===== config.mk =====
export PLATFORM = sky130hd
export DESIGN_NAME = alu_seq_core
export DESIGN_NICKNAME = d
export VERILOG_FILES = /design/src/rtl/alu_seq_pkg.sv /design/src/rtl/alu_seq_datapath.sv /design/src/rtl/alu_seq_core.sv
export SDC_FILE = /design/constraint.sdc
export NUM_CORES = 1
export LEC_CHECK = 0
export CORE_UTILIZATION = 53
export CTS_CLUSTER_DIAMETER = 80
export DETAILED_ROUTE_END_ITERATION = 12
export PLACE_DENSITY = 0.86
export SKIP_LAST_GASP = 1
export SLEW_MARGIN = 25
export SYNTH_ARGS = -nofsm -noshare
export SYNTH_HDL_FRONTEND = slang
export SYNTH_SLANG_ARGS = --single-unit
export TNS_END_PERCENT = 20

===== constraint.sdc =====
create_clock -name clk -period 4.7 [get_ports clk]
set_input_delay 0.94 -clock clk [delete_from_list [all_inputs] [get_ports clk]]
set_output_delay 0.94 -clock clk [all_outputs]
set_load 0.01 [all_outputs]

===== src/rtl/alu_seq_pkg.sv =====
// Shared opcodes, flag bit positions and FSM state for the sequential ALU core.
// Opcode-class helpers keep the flag-ownership rules in one place.
package alu_seq_pkg;

  localparam logic [3:0] OP_ADD  = 4'd0;
  localparam logic [3:0] OP_ADC  = 4'd1;
  localparam logic [3:0] OP_SUB  = 4'd2;
  localparam logic [3:0] OP_SBB  = 4'd3;
  localparam logic [3:0] OP_INC  = 4'd4;
  localparam logic [3:0] OP_DEC  = 4'd5;
  localparam logic [3:0] OP_AND  = 4'd6;
  localparam logic [3:0] OP_OR   = 4'd7;
  localparam logic [3:0] OP_XOR  = 4'd8;
  localparam logic [3:0] OP_NOT  = 4'd9;
  localparam logic [3:0] OP_RCL1 = 4'd10;
  localparam logic [3:0] OP_RCR1 = 4'd11;
  localparam logic [3:0] OP_ASR1 = 4'd12;
  localparam logic [3:0] OP_SHLN = 4'd13;
  localparam logic [3:0] OP_SHRN = 4'd14;
  localparam logic [3:0] OP_ROLN = 4'd15;

  // Flag register layout is {V,Z,R,C}.
  localparam int FLG_C = 0;
  localparam int FLG_R = 1;
  localparam int FLG_Z = 2;
  localparam int FLG_V = 3;

  typedef enum logic {
    ST_IDLE  = 1'b0,
    ST_SHIFT = 1'b1
  } state_t;

  // Ops that own the C and V flags.
  function automatic logic is_arith(input logic [3:0] op);
    return op <= OP_DEC;
  endfunction

  // Shift-by-N ops that may take the multi-cycle path.
  function automatic logic is_multi(input logic [3:0] op);
    return op >= OP_SHLN;
  endfunction

  // Single-bit shifts/rotates that write R in one cycle.
  function automatic logic is_shift1(input logic [3:0] op);
    return (op == OP_RCL1) || (op == OP_RCR1) || (op == OP_ASR1);
  endfunction

endpackage


===== src/rtl/alu_seq_datapath.sv =====
// Combinational arithmetic/logic/one-bit-shift unit, shared by the single-cycle
// ops and by every step of the multi-cycle shifts.
module alu_seq_datapath
  import alu_seq_pkg::*;
#(
  parameter int WIDTH = 8
) (
  input  logic [3:0]       op,
  input  logic [WIDTH-1:0] a,
  input  logic [WIDTH-1:0] b,
  input  logic             c_in,
  input  logic             r_in,
  output logic [WIDTH-1:0] y,
  output logic             c_out,
  output logic             v_out,
  output logic             r_out
);

  logic [WIDTH-1:0] bb;
  logic             cin;
  logic [WIDTH:0]   sum;

  // NOTE: every output of a combinational block gets a default first, so no
  // path through the case statements can leave a value held (no latches).
  always_comb begin
    bb  = b;
    cin = 1'b0;
    case (op)
      OP_ADC:  cin = c_in;
      OP_SUB:  begin bb = ~b; cin = 1'b1; end
      OP_SBB:  begin bb = ~b; cin = c_in; end
      OP_INC:  begin bb = '0; cin = 1'b1; end
      OP_DEC:  bb = '1;
      default: ;
    endcase

    sum   = {1'b0, a} + {1'b0, bb} + {{WIDTH{1'b0}}, cin};
    c_out = sum[WIDTH];
    v_out = (a[WIDTH-1] == bb[WIDTH-1]) && (sum[WIDTH-1] != a[WIDTH-1]);

    y     = sum[WIDTH-1:0];
    r_out = r_in;
    case (op)
      OP_AND:  y = a & b;
      OP_OR:   y = a | b;
      OP_XOR:  y = a ^ b;
      OP_NOT:  y = ~a;
      OP_RCL1: begin y = {a[WIDTH-2:0], r_in};       r_out = a[WIDTH-1]; end
      OP_RCR1: begin y = {r_in, a[WIDTH-1:1]};       r_out = a[0];       end
      OP_ASR1: begin y = {a[WIDTH-1], a[WIDTH-1:1]}; r_out = a[0];       end
      OP_SHLN: begin y = {a[WIDTH-2:0], 1'b0};       r_out = a[WIDTH-1]; end
      OP_SHRN: begin y = {1'b0, a[WIDTH-1:1]};       r_out = a[0];       end
      OP_ROLN: y = {a[WIDTH-2:0], a[WIDTH-1]};
      default: ;
    endcase
  end

endmodule


===== src/rtl/alu_seq_core.sv =====
// Registered ALU with a chained flag register, multi-cycle shift-by-N ops and
// valid/ready handshakes on both the operand and the result side.
module alu_seq_core
  import alu_seq_pkg::*;
#(
  parameter int WIDTH   = 8,
  parameter int SHAMT_W = $clog2(WIDTH)
) (
  input  logic             clk,
  input  logic             rst,
  input  logic             in_valid,
  output logic             in_ready,
  input  logic [3:0]       op,
  input  logic [WIDTH-1:0] a,
  input  logic [WIDTH-1:0] b,
  input  logic             flags_wr,
  input  logic [3:0]       flags_in,
  output logic             out_valid,
  input  logic             out_ready,
  output logic [WIDTH-1:0] result,
  output logic [3:0]       flags
);

  state_t             state_q, state_d;
  logic [SHAMT_W-1:0] cnt_q, cnt_d;
  logic [WIDTH-1:0]   work_q, work_d;
  logic [3:0]         sop_q, sop_d;
  logic [WIDTH-1:0]   result_d;
  logic [3:0]         flags_d;
  logic               out_valid_d;

  logic [3:0]         dp_op;
  logic [WIDTH-1:0]   dp_a, dp_y;
  logic               dp_c, dp_v, dp_r;

  logic               accept;
  logic [SHAMT_W-1:0] n;
  logic               done, upd_arith, upd_r;
  logic [WIDTH-1:0]   done_y;

  assign in_ready = ~rst & (state_q == ST_IDLE) & (~out_valid | out_ready) & ~flags_wr;
  assign accept   = in_valid & in_ready;
  assign n        = b[SHAMT_W-1:0];

  // In SHIFT the datapath iterates on the captured operand, not the live inputs.
  assign dp_op = (state_q == ST_SHIFT) ? sop_q  : op;
  assign dp_a  = (state_q == ST_SHIFT) ? work_q : a;

  alu_seq_datapath #(.WIDTH(WIDTH)) u_datapath (
    .op    (dp_op),
    .a     (dp_a),
    .b     (b),
    .c_in  (flags[FLG_C]),
    .r_in  (flags[FLG_R]),
    .y     (dp_y),
    .c_out (dp_c),
    .v_out (dp_v),
    .r_out (dp_r)
  );

  always_comb begin
    state_d     = state_q;
    cnt_d       = cnt_q;
    work_d      = work_q;
    sop_d       = sop_q;
    result_d    = result;
    out_valid_d = out_valid;
    flags_d     = flags_wr ? flags_in : flags;
    done        = 1'b0;
    done_y      = dp_y;
    upd_arith   = 1'b0;
    upd_r       = 1'b0;

    if (out_valid && out_ready) out_valid_d = 1'b0;

    case (state_q)
      ST_IDLE: begin
        if (accept) begin
          if (is_multi(op) && (n != '0)) begin
            state_d = ST_SHIFT;
            cnt_d   = n;
            work_d  = a;
            sop_d   = op;
          end else begin
            done      = 1'b1;
            done_y    = is_multi(op) ? a : dp_y;
            upd_arith = is_arith(op);
            upd_r     = is_shift1(op);
          end
        end
      end
      ST_SHIFT: begin
        work_d = dp_y;
        cnt_d  = cnt_q - 1'b1;
        if (cnt_q == SHAMT_W'(1)) begin
          state_d = ST_IDLE;
          done    = 1'b1;
          upd_r   = (sop_q != OP_ROLN);
        end
      end
      default: state_d = ST_IDLE;
    endcase

    // A completing op overrides only the flags it owns; the rest keep any
    // same-cycle context restore.
    if (done) begin
      result_d       = done_y;
      out_valid_d    = 1'b1;
      flags_d[FLG_Z] = (done_y == '0);
      flags_d[FLG_V] = upd_arith & dp_v;
      if (upd_arith) flags_d[FLG_C] = dp_c;
      if (upd_r)     flags_d[FLG_R] = dp_r;
    end
  end

  // NOTE: state registers use non-blocking assignments so every flop samples
  // the pre-edge values regardless of statement order.
  always_ff @(posedge clk) begin
    if (rst) begin
      state_q   <= ST_IDLE;
      cnt_q     <= '0;
      work_q    <= '0;
      sop_q     <= OP_ADD;
      result    <= '0;
      flags     <= '0;
      out_valid <= 1'b0;
    end else begin
      state_q   <= state_d;
      cnt_q     <= cnt_d;
      work_q    <= work_d;
      sop_q     <= sop_d;
      result    <= result_d;
      flags     <= flags_d;
      out_valid <= out_valid_d;
    end
  end

endmodule


# --- After elaboration in Yosys (flattened, before gate mapping) ---
# Cells that the tools add are included.
totals:
  reg_bits: 29
  out_inout_bits: 14
  elab_cells: 107
classes:
  addsub: 3
  n_lt_le_gt_ge: 2
  eq_ne: 25
  n_mux: 37
  bitwise: 15
  reduce_logical: 16
op_table:
  columns: ["operator", "n"]
  rows:
  - ["$pmux 8 s10", 1]
  - ["$mux 8", 7]
  - ["$eq 4x4->1 const B", 11]
  - ["$pmux 8 s3", 1]
  - ["$eq 4x3->1 const B", 4]
  - ["$mux 1", 16]
  - ["$not 8->8", 2]
  - ["$pmux 8 s2", 1]
  - ["$mux 4", 3]
  - ["$pmux 1 s2", 5]
  - ["$add 8x8->9", 1]
  - ["$add 9x1->9", 1]
  - ["$and 8x8->8", 1]
  - ["$eq 4x2->1 const B", 2]
  - ["$logic_not 8->1", 1]
  - ["$ne 4x4->1 const B", 2]
  - ["$or 8x8->8", 1]
  - ["$reduce_or 2->1", 4]
  - ["$xor 8x8->8", 1]
  - ["$mux 3", 2]
  - ["$pmux 3 s2", 1]
  - ["$and 1x1->1", 5]
  - ["$eq 4x1->1 const B", 1]
  - ["$ge 4x4->1 const B", 1]
  - ["16 further kinds", 23]

# --- Logic depth before layout (Yosys ltp) ---
logic_depth:
  ltp_word: 13
  depth_mapped: 16
  ltp_nobuf: 14

# --- Hierarchy ---
# Synthesis repeated with hierarchy kept, for this count alone.
unflattened:
  hier_cells: 397
  area_unflattened_um2: 3060.4
modules_own_cells:
  columns: ["module", "instances", "cells_per_inst", "area_per_inst_um2", "seq_area_each_um2"]
  rows:
  - ["alu_seq_core", 1, 197, 1647.8, 580.6]
  - ["alu_seq_datapath", 1, 200, 1412.6, 0.0]

# --- Worst setup path before layout ---
# OpenSTA, ideal clock, no wires.
synth_path:
  path_type: "input to register"
  start: "input port op[0]"
  end: "register flags[2]"
  setup_time_ns: 0.084
  t_arrival_ns: 4.254
  required_ns: 4.616
  setup_slack_ns: 0.361
  stages: 15
  path_buffers: 2
  cell_sequence: "clkbuf_1 mux2_2 buf_1 nand2_1 nor2_1 a221oi_1 fa_1 fa_1 nor2b_1 o21a_1 nor2_1 xnor2_1 mux2_2 o31a_1 o31ai_2"
synth_via:
  elab_chain_cells: 13
  word_cells_on_any_way: 36
synth_lines:
  columns: ["element", "line_no", "rtl"]
  rows:
  - ["from (decl)", "alu_seq_core.sv:13", "input logic [3:0] op,"]
  - ["$mux 4", "alu_seq_core.sv:46", "assign dp_op = (state_q == ST_SHIFT) ? sop_q : op;"]
  - ["$eq 4x2->1", "alu_seq_datapath.sv:28", "case (op)"]
  - ["$reduce_or 2->1 (no source line)", null, null]
  - ["$pmux 8 s3", "alu_seq_datapath.sv:28", null]
  - ["$add 8x8->9", "alu_seq_datapath.sv:37", "sum = {1'b0, a} + {1'b0, bb} + {{WIDTH{1'b0}}, cin};"]
  - ["$add 9x1->9", "alu_seq_datapath.sv:37", null]
  - ["$pmux 8 s10", "alu_seq_datapath.sv:43", "case (op)"]
  - ["$mux 8", "alu_seq_core.sv:86", "done_y = is_multi(op) ? a : dp_y;"]
  - ["$mux 8", "alu_seq_core.sv:79", "if (is_multi(op) && (n != '0)) begin"]
  - ["$mux 8", "alu_seq_core.sv:78", "if (accept) begin"]
  - ["$mux 8", "alu_seq_core.sv:76", "case (state_q)"]
  - ["$logic_not 8->1", "alu_seq_core.sv:109", "flags_d[FLG_Z] = (done_y == '0);"]
  - ["$mux 4", "alu_seq_core.sv:106", "if (done) begin"]
  - ["to (signal assigned)", "alu_seq_core.sv:133", "flags <= flags_d;"]
  - ["to (decl)", "alu_seq_core.sv:21", "output logic [3:0] flags"]
# Parallel ways exist; a longest one is shown, timed or not.
# A chain may end at the register's enable or synchronous reset.

# --- Worst setup path in the final report ---
layout_path:
  start: "input port op[2]"
  end: "register flags[2]"
# Same word-level chain as after synthesis.

==> run metrics <==
Worst-Margin Slew 720 ps; count of pins over their slew limit 0; port bufs 42; Layout Nets around 570; Setup crit end kind register; hold_sp result[0]; dpl cell area about 4000 um2; count leader, synth nor2_1; Root Driver clkbuf_8; All-Layer GR Usage 38.4%; min-delay worst type reg2reg; EDFF count, synth 0; Synth area leaders dfxtp_1 17%, ha_1 9.2%, mux2i_1 6.4%, nor2_1 5.8%, nand2_1 5.5%; Non-Filler Cell Area, Final 4080 um2; DR DRC count 0; Yosys cell types 74; post-CTS sizing 0; post-synth net total 525; drt first pass iters 6; initial antenna violation count 0; leading cell types by count after synthesis 53 x nor2_1, 50 x nand2_1, 32 x a21oi_1; vias in the first global route 3,567; Vias 3,990; Hold EP result[0]; clock slew at reported path FFs approximately 70 ps; Crit Path Category in2reg; final hold vios 0; CP startpoint kind input port; ant diodes 0; Tmin final 4290 ps; row count 28; Seq cells post-synth 29; area occupied by multi-input gates 2580 um2; FMAX 233 MHz; Starting Density between 50% and 60%; Yosys top cell area share 17.0%; CTS H-tree depth 2; CP Max Fanout 7; fin worst setup slack 411 ps; RSZ-0062 raised after global routing no; layout cells sized above 1 roughly a tenth; first-pass GRT wire length 18,900 um; Worst slew margin 50.6%; switch share 38.4%; Net Sw Power 0.000316 W; CTS buffer count 5; Final Cycle Share 91.2%; initial DRC count 513; CP Data Arrival Time 4490 ps; Final Setup Violations 0; register area approximately 580 um2; Clock Power Share 25.6%; worst reg2reg path startpoint state_q; Worst VDD drop around 0.19 mV; Synth-to-Final Area Change 19.3%; Total Wirelength between 10,000 and 15,000 um; Pwr per Cell Area just over 200 nW/um2; number of fill cells in the layout 523; FF-to-FF End flags[2]; YS warnings 0; Post CTS Setup Buffer Count 0; Setup TNS 0 ps; clock sink count 29; most used flip-flop cell after synthesis dfxtp_1; Int Pwr 0.000507 W; clock latency on the worst-skew pair between 200 and 300 ps; Hold-fix buffers, CTS 0; Worst Skew about 3.4 ps; Post-synth ARST share 0%; largest net degree at the start of global routing 33; io pins 43; R2R setup slack 740 ps; combinational fraction of design power 42.4%; Leak 1.59 nW; Yosys top cell by area dfxtp_1; Seq/Total Area, Yosys 17.0%; CTS max path bufs 2; max-cap violations 0; wire per inst 21.1 um; core footprint 6060 um2; WHS Path Cells 2; Seq pwr share 32.1%; grt ovf 0; DR vias/cell roughly 6.8; mapped cell area 3420 um2; pre-CTS WS 148 ps; DIE AREA 6770 um2; routability cong. ~1.0; chip width 82.3 um; Mapped Cells 469; DP HPWL around 9600 um; die height approximately 80 um; Critical Path RT 4910 ps; Synth Area per Inst between 7 and 8 um2; status complete, no violations; DRT antenna net count 0; reg2reg path depth 13; CTS tree built
-- per-stage QoR --
stage | cells | utilization, % | hold slack [ps] | total power [W]
after floorplan | 469 | - | 481 | 0.000477
after global placement | 581 | 65.9 | 482 | 0.000603
after detailed placement | 581 | 65.9 | 490 | 0.000607
after CTS | 589 | 67.3 | 506 | 0.000813
after global routing | 589 | 67.3 | 526 | 0.000862
final | 589 | 67.3 | 500 | 0.000823
-- kinds of logic after synthesis --
group	Yosys count	synth area share, %
compound gates	148	30.5
simple gates	174	25.4
fa+ha+maj	27	10.3
mux	28	8.42
buf+inv	59	7.43
xor+xnor	4	1.03
flops	29	17.0
-- sequential cells by signal, summed over array words and instances (netlist names) --
| register | cells |
|---|---|
| result | 8 |
| out_valid | 1 |
| state_q | 1 |
| flags | 4 |
| cnt_q | 3 |
| work_q | 8 |
| sop_q | 4 |
-- worst max-delay path, cell delays in order --
cell and delay [ps]:
clkdlybuf4s50_1 460, mux2i_1 490, nand2_1 140, o21ai_0 190
a221oi_1 130, fa_1 470, fa_1 400, nor2b_1 190
o2111ai_1 150, a31o_2 270, a21o_1 180, o211ai_1 120
nand4_1 130, o31ai_2 230
-- how the worst max path moves through the flow --
stage | startpoint | endpoint | cells after the start
after floorplan | op[0] | flags[2] | 15
after global placement | op[2] | flags[2] | 14
after detailed placement | op[2] | flags[2] | 14
after CTS | op[2] | flags[2] | 14
after global routing | op[2] | flags[2] | 14
final | op[2] | flags[2] | 14
-- placed cells by master, fill, tap and decap left out, types with 11 or more instances in the layout --
cell type	instances
mux2i_1	22
nand2_1	50
a21oi_1	32
dfxtp_1	28
o21ai_0	25
nor2_1	53
a211oi_1	12
inv_1	28
clkdlybuf4s50_1	42
o211ai_1	11
ha_1	25
buf_4	25
nand3_1	13
-- layout make-up --
| type | count | area share (%) |
|---|---|---|
| inverters | 28 | 2.58 |
| clock buffers | 5 | 1.69 |
| well taps | 75 | 2.30 |
| multi-input cells | 381 | 63.3 |
| repair buffers | 68 | 15.4 |
| flip-flops and latches | 29 | 14.3 |
| clock inverters | 3 | 0.429 |
-- power groups by stage --
stage / clock, W / sequential (W) / combinational (W)
finish: 0.000210 / 0.000264 / 0.000349
global route: 0.000222 / 0.000265 / 0.000375
CTS: 0.000210 / 0.000264 / 0.000340
detailed placement: 0 / 0.000269 / 0.000338
global placement: 0 / 0.000269 / 0.000334
floorplan: 0 / 0.000268 / 0.000209
-- per-layer routing --
metal / track usage, % / part of all wire, % / up-vias
li1: - / - / 1822
met1: 49.8 / 40 / 1870
met2: 61.3 / 46 / 259
met3: 9.78 / 11 / 39
met4: 13.3 / 3.1 / 0
met5: 0 / 0 / -
No activity file was read; power rests on OpenSTA's default activity.
